$ cat src/rtl/fir_pkg.sv
// Shared types and helpers for the time-multiplexed FIR filter.
package fir_pkg;

  typedef enum logic [1:0] {
    IDLE,
    MAC,
    OUT
  } fir_state_e;

  function automatic int acc_width(input int data_w, input int coef_w, input int taps);
    return data_w + coef_w + $clog2(taps);
  endfunction

  function automatic int default_coef(input int k);
    return k + 1;
  endfunction

endpackage

$ cat src/rtl/fir_mac_unit.sv
// Registered signed multiply-accumulate: clear has priority over enable.
module fir_mac_unit #(
  parameter int DATA_W = 8,
  parameter int COEF_W = 8,
  parameter int ACC_W  = 19
) (
  input  logic                     clock,
  input  logic                     reset,
  input  logic                     clear,
  input  logic                     enable,
  input  logic signed [DATA_W-1:0] sample,
  input  logic signed [COEF_W-1:0] coef,
  output logic signed [ACC_W-1:0]  acc
);

  localparam int PROD_W = DATA_W + COEF_W;

  logic signed [PROD_W-1:0] product;
  logic signed [ACC_W-1:0]  product_ext;

  assign product     = sample * coef;
  assign product_ext = ACC_W'(product);

  always_ff @(posedge clock) begin
    if (reset || clear) begin
      acc <= '0;
    end else if (enable) begin
      acc <= acc + product_ext;
    end
  end

endmodule

$ cat src/rtl/fir_mac_filter.sv
// Time-multiplexed FIR filter sharing one MAC across TAPS cycles per sample.
// Define FIR_SAT_EN to clamp (instead of wrap) when OUT_W < ACC_W.
module fir_mac_filter
  import fir_pkg::*;
#(
  parameter int DATA_W = 8,
  parameter int COEF_W = 8,
  parameter int TAPS   = 8,
  parameter int ACC_W  = acc_width(DATA_W, COEF_W, TAPS),
  parameter int OUT_W  = ACC_W
) (
  input  logic                       clock,
  input  logic                       reset,
  input  logic                       in_valid,
  output logic                       in_ready,
  input  logic signed [DATA_W-1:0]   in_data,
  output logic                       out_valid,
  input  logic                       out_ready,
  output logic signed [OUT_W-1:0]    out_data,
  output logic                       out_sat,
  input  logic                       coef_we,
  input  logic [$clog2(TAPS)-1:0]    coef_addr,
  input  logic signed [COEF_W-1:0]   coef_data
);

  localparam int IDX_W = $clog2(TAPS);

  fir_state_e state, next_state;

  logic signed [DATA_W-1:0] x    [TAPS];
  logic signed [COEF_W-1:0] coef [TAPS];
  logic [IDX_W-1:0]         idx;
  logic                     accept;
  logic                     mac_clear;
  logic                     mac_en;
  logic signed [ACC_W-1:0]  acc;

  always_ff @(posedge clock) begin
    if (reset) begin
      state <= IDLE;
    end else begin
      state <= next_state;
    end
  end

  always_comb begin
    next_state = state;
    in_ready   = 1'b0;
    out_valid  = 1'b0;
    mac_clear  = 1'b0;
    mac_en     = 1'b0;
    case (state)
      IDLE: begin
        in_ready = 1'b1;
        if (in_valid) begin
          next_state = MAC;
          mac_clear  = 1'b1;
        end
      end
      MAC: begin
        mac_en = 1'b1;
        if (idx == IDX_W'(TAPS - 1)) begin
          next_state = OUT;
        end
      end
      OUT: begin
        out_valid = 1'b1;
        if (out_ready) begin
          next_state = IDLE;
        end
      end
      default: next_state = IDLE;
    endcase
  end

  assign accept = in_valid && in_ready;

  // Coefficient writes only land in IDLE, so a running MAC never sees a half-updated set.
  always_ff @(posedge clock) begin
    if (reset) begin
      for (int k = 0; k < TAPS; k++) begin
        x[k]    <= '0;
        coef[k] <= COEF_W'(default_coef(k));
      end
      idx <= '0;
    end else begin
      if (state == IDLE && coef_we && int'(coef_addr) < TAPS) begin
        coef[coef_addr] <= coef_data;
      end
      if (accept) begin
        x[0] <= in_data;
        for (int k = 1; k < TAPS; k++) begin
          x[k] <= x[k-1];
        end
        idx <= '0;
      end else if (state == MAC) begin
        idx <= idx + 1'b1;
      end
    end
  end

  fir_mac_unit #(
    .DATA_W (DATA_W),
    .COEF_W (COEF_W),
    .ACC_W  (ACC_W)
  ) u_mac (
    .clock  (clock),
    .reset  (reset),
    .clear  (mac_clear),
    .enable (mac_en),
    .sample (x[idx]),
    .coef   (coef[idx]),
    .acc    (acc)
  );

`ifdef FIR_SAT_EN
  if (OUT_W < ACC_W) begin : g_sat
    localparam logic signed [ACC_W-1:0] SAT_MAX = ACC_W'((64'sd1 <<< (OUT_W - 1)) - 64'sd1);
    localparam logic signed [ACC_W-1:0] SAT_MIN = ~SAT_MAX;

    always_comb begin
      out_data = acc[OUT_W-1:0];
      out_sat  = 1'b0;
      if (acc > SAT_MAX) begin
        out_data = SAT_MAX[OUT_W-1:0];
        out_sat  = 1'b1;
      end else if (acc < SAT_MIN) begin
        out_data = SAT_MIN[OUT_W-1:0];
        out_sat  = 1'b1;
      end
    end
  end else begin : g_full
    assign out_data = acc[OUT_W-1:0];
    assign out_sat  = 1'b0;
  end
`else
  assign out_data = acc[OUT_W-1:0];
  assign out_sat  = 1'b0;
`endif

endmodule

$ cat config.mk
export PLATFORM = sky130hd
export DESIGN_NAME = fir_mac_filter
export DESIGN_NICKNAME = d
export VERILOG_FILES = /design/src/rtl/fir_pkg.sv /design/src/rtl/fir_mac_unit.sv /design/src/rtl/fir_mac_filter.sv
export SDC_FILE = /design/constraint.sdc
export NUM_CORES = 1
export LEC_CHECK = 0
export ABC_AREA = 0
export CORE_MARGIN = 2
export CORE_UTILIZATION = 48
export CTS_CLUSTER_DIAMETER = 120
export DETAILED_ROUTE_END_ITERATION = 16
export PLACE_DENSITY = 0.78
export SYNTH_ARGS = -nofsm -noshare
export SYNTH_HDL_FRONTEND = slang
export SYNTH_HIERARCHICAL = 1
export SYNTH_SLANG_ARGS = --single-unit
$ cat constraint.sdc
create_clock -name clock -period 6.3 [get_ports clock]
set_input_delay 0.945 -clock clock [delete_from_list [all_inputs] [get_ports clock]]
set_output_delay 0.945 -clock clock [all_outputs]
set_load 0.02 [all_outputs]
* Yosys cells after proc, flatten, opt, wreduce, memory -nomap -nowiden
Memory sizes are Yosys's and may differ from the RTL's. A register that Yosys moved wholly into a read port is not among the register bits.
Index checks and enable logic that the tools add are counted.
** Word-level totals
- Register bits :: 24
- RAM bits :: 128
- Input bits :: 24
- Word-level logic and storage cells :: 61
- Memories kept :: 2
** Cells by class
- Add/sub/neg operators :: 2
- Multiply operators :: 1
- Eq/ne operators :: 6
- Multiplexer cells :: 32
- Bitwise logic cells :: 8
- Reduce and logical (&&, ||, !) cells :: 7
** Memory list
- coef :: words 8, width 8, rd ports 1, clocked after Yosys merged registers in 1, wr ports 8, line fir_mac_filter.sv:31 : logic signed [COEF_W-1:0] coef [TAPS];
- x :: words 8, width 8, rd ports 8, clocked after Yosys merged registers in 1, wr ports 8, line fir_mac_filter.sv:30 : logic signed [DATA_W-1:0] x [TAPS];
** Operators by type and width (number)
- 8-bit two-way mux :: 9
- 19-bit by 16-bit adder with 19-bit output :: 1
- 8-bit by 8-bit multiplier with 16-bit output :: 1
- 3-bit two-way mux :: 5
- 1-bit two-way mux :: 14
- 1-bit bitwise OR :: 8
- 8-bit OR reduction :: 1
- 2-bit two-way mux :: 3
- 2-bit != test, second input constant :: 3
- 2-bit one-hot mux with 3 select lines :: 1
- 3-bit by 1-bit adder with 3-bit output, second input constant :: 1
- 3-bit equality test, second input constant :: 1
- 3-bit AND reduction :: 1
- 2-bit by 1-bit equality test with 1-bit output, second input constant :: 1
- 2-bit equality test, second input constant :: 1
- 1-bit logical AND :: 2
- 2-bit zero test :: 1
- 2-bit OR reduction :: 1
- 1-bit logical OR :: 1

* Depth between registers and ports, before layout
Gate-level depths: netlist (run 1).
- Word-level depth :: 7
- Mapped depth :: 23
- Gate-level depth less buffers :: 21

* Modules after synthesis
Netlist (run 1), hierarchy kept.
** Modules (own cells, without submodules)
- fir_mac_filter :: times used 1, cells each 373, area each 6122.1 sq um, sequential area each 4003.8 sq um
- fir_mac_unit :: times used 1, cells each 420, area each 4075.2 sq um, sequential area each 380.4 sq um

* Least setup slack after synthesis (run 1)
Ideal clock, no wire load.
- Path type :: flip-flop to flip-flop
- From :: reg with a tool-made name
- To :: reg u_mac.acc[14]
- Arrival :: 5851 ps
- Required time :: 6178 ps
- Path slack :: 327 ps
- Cell stages (with the launch flop) :: 19
- Path buffers :: 2
- Period minus slack after synthesis :: 5973 ps
- Cells stage by stage :: dfxtp_1 -> clkbuf_1 -> buf_2 -> mux4_2 -> mux2_2 -> and2_1 -> inv_1 -> fa_1 -> inv_1 -> fa_1 -> fa_1 -> fa_1 -> fa_1 -> ha_1 -> or4_1 -> o22a_2 -> a31oi_1 -> xor2_1 -> o21ai_0
** RTL lines
- to (signal assigned) :: line fir_mac_unit.sv:28 : acc <= acc + product_ext;
- to (decl) :: line fir_mac_unit.sv:13 : output logic signed [ACC_W-1:0] acc

==> metrics.md, run 1 <==
| Metric | Value |
|---|---|
| Slowest stage delay, CP | 770 ps |
| Crit-path leading delay family | adder cells |
| Post-CTS setup buffer count | 0 |
| Leakage power | 4.73 nW |
| Final Skew | 20.7 ps |
| Io pins | 46 |
| Crit path max fanout | 11 |
| Initial Utilization | 48.7% |
| CTS tree | built |
| Final max-slew violation count | 0 |
| EDFF count, synth | 128 |
| Post-DRT Antenna Nets | 0 |
| Clock Latency Late Sink | 430 ps |
| Detailed-route DRC error count | 0 |
| GRT Overall Usage | 19.7% |
| Clk slew on worst S/H paths | 70 ps |
| Mapped Area | 0.0102 mm^2 |
| Final setup violating endpoints | 0 |
| Max Clock Freq | 0.169 GHz |
| Die Ht | 150 um |
| Htree depth | 4 |
| CP bufs+invs | 5 |
| Crit path top cell by count | fa_1 |
| Vias | 6095 |
| Drt via density | 5.39 |
| Fin crit share | 94.1% |
| Port bufs | 44 |
| Number of global-route vias before repair | 6530 |
| Mapped Cells | 793 |
| Synth Net Count | 947 |
| Hold path cells | 2 |
| Clk sink count | 155 |
| R2r setup slk | 370 ps |
| Post-CTS Hold Fix Bufs | 0 |
| Max-slew headroom | 46.0% |
| 1st-iter DRT viols | 464 |
| WP data required | 6650 ps |
| TNS Setup | 0 ps |
| Share of cells above drive strength 1 | 13.3% |
| Die ar. | 0.0224 mm^2 |
| Core area | 0.0210 mm^2 |
| Critical Path Stages | 20 |
| Syn. warnings | 6 |
| CTS max path bufs | 2 |
| Final GP Congestion | 0.814 |
| Fin. Hold Viols | 0 |
| Synth unique cells | 60 |
| Worst VDD drop | 0.288 mV |
| CP max-delay cell | fa_1 |
| Min Tclk post-route | 5930 ps |
| Syn avg cell area | 12.9 um^2 |
| Initial antenna violation count | 0 |
| Crit Path Class | flip-flop to flip-flop |
| P&R area growth vs syn | 13.9% |
| Largest net degree at the start of global routing | 65 |
| Core Rows | 53 |
| #FFs+latches synth | 155 |
| Status | finished, final reports clean |
| DRT Pass-1 Iters | 5 |
| Final nets | 997 |
| CP arrival | 6280 ps |
| Worst Setup End Kind | flip-flop |
| RSZ-0062 raised after global routing | no |
| Post-detailed-placement half-perimeter wirelength | 14200 um |
| Max Cap Violations | 0 |
| Root Buffer | clkbuf_16 |
| Final wirelength | 20200 um |
| Die width | 150 um |
| Most frequent cells in the layout | 136 x and2_1, 128 x edfxtp_1, 87 x inv_1, 84 x fa_1, 46 x ha_1 |
| TritonCTS buffer count | 17 |
| Register area share after synthesis | 43.0% |
| Hold WC Path Type | flip-flop to flip-flop |
| Critical Path, Cell by Cell | buf_4 > buf_4 > mux4_2 > mux2_2 > nand2_1 > fa_1 > inv_1 > fa_1 > inv_1 > fa_1 > inv_1 > fa_1 > ha_1 > ha_1 > and3_1 > and2_1 > a221oi_1 > o31ai_1 > xnor2_1 > o21ai_0 |
| Antenna cells | 0 |
| Worst-margin pin slew | 811 ps |
| Fraction of registers with async set or reset after synthesis | 0% |
| Setup crit start kind | flip-flop |
| Utilization after layout | 55.4% |
| Worst r2r path cells | 20 |
| PD cells | 390 mW/mm^2 |
| Grt ovf | 0 |
| Primary FF master, synth | edfxtp_1 |
| Commonest non-fill, non-tap cell in the layout | and2_1 |
| WL/cell | 17.9 um |
| Global-route wire length before repair | 33700 um |
metal layers:
metal | part of all wire, % | vias to the layer above | global-route usage, % | wire [um]
li1 | - | 2825 | - | -
met1 | 44 | 3102 | 26.5 | 8870
met2 | 51 | 142 | 32.9 | 10300
met3 | 3.6 | 26 | 3.57 | 719
met4 | 1.9 | 0 | 6.08 | 375
met5 | 0 | - | 0 | 0
final timing paths:
check                       startpoint                          to
max                          flip-flop  u_mac/acc[17]$_SDFFE_PP0P_
min          u_mac/acc[5]$_SDFFE_PP0P_   u_mac/acc[5]$_SDFFE_PP0P_
max reg2reg                  flip-flop  u_mac/acc[17]$_SDFFE_PP0P_
min reg2reg  u_mac/acc[5]$_SDFFE_PP0P_   u_mac/acc[5]$_SDFFE_PP0P_
cells in the mapped netlist, drive strengths merged (9+ instances only):
library cell / number / area, um^2
inv: 87 / 327
and2: 136 / 851
mux2: 17 / 191
nand2b: 12 / 75.1
mux4: 32 / 721
dfxtp: 27 / 541
ha: 46 / 576
or2: 10 / 62.6
fa: 84 / 1680
buf: 9 / 46.3
clkbuf: 18 / 67.6
nor2: 26 / 97.6
edfxtp: 128 / 3840
nand2: 32 / 120
a21oi: 10 / 50.1
xnor2: 12 / 105
nor2b: 19 / 119
power by group:
group / internal [mW] / switching, mW / total [mW]
sequential: 1.20 / 0.0688 / 1.26
clock: 0.602 / 0.454 / 1.06
combinational: 1.02 / 1.18 / 2.20
worst register-to-register path, stage by stage (launching register included):
cell	delay, ps
dfxtp_4	410
buf_4	170
buf_4	140
mux4_2	340
mux2_2	280
nand2_1	190
fa_1	770
inv_1	130
fa_1	620
inv_1	100
fa_1	480
inv_1	50
fa_1	430
ha_1	280
ha_1	350
and3_1	210
and2_1	190
a221oi_1	280
o31ai_1	150
xnor2_1	140
o21ai_0	140
stage by stage:
step           cells  setup WS (ps)  instance area [um^2]  power [mW]  hold WS [ps]
6_report        1131            369                 11600        4.52           519
5_1_grt         1131           59.9                 11600        4.91           535
3_5_place_dp    1099            267                 11000        3.47           509
4_1_cts         1131            216                 11600        4.54           520
3_3_place_gp    1099            302                 11000        3.40           503
2_1_floorplan    793            327                 10200        2.94           496
flip-flops by register name, summed over array words and instances, names as in the netlist, named ones only:
register / cells
state: 2
coef: 64
u_mac/acc: 19
idx: 3
x: 64
cell type report:
cell class	instances	area, um^2
Fill cell	1701	9350
Multi-Input combinational cell	523	5380
Sequential cell	155	4390
Timing Repair Buffer	58	562
Clock buffer	18	429
Tap cell	275	344
Inverter	88	330
Clock inverter	14	179
repair_timing:
action	in CTS	in global routing
endpoints found under the hold margin	0	0
gates resized for setup	0	3
setup endpoints to repair	0	7
cells by family after synthesis:
family                   synth area share (%)
other                                  0.0368
XOR/XNOR                                 1.29
multiplexers                             9.73
AND/OR/NAND/NOR                          15.5
adder cells (fa/ha/maj)                  22.1
AO/OA/AOI/OAI                            3.98
buffers and inverters                    4.36
flip-flops                               43.0
Power figures use the tool's default switching activity.
==> run 2, diff against run 1 <==
- CTS_CLUSTER_SIZE: default -> 40
==> results of run 2 <==
Final layout, timing and power as in run 1 (identical DEF).
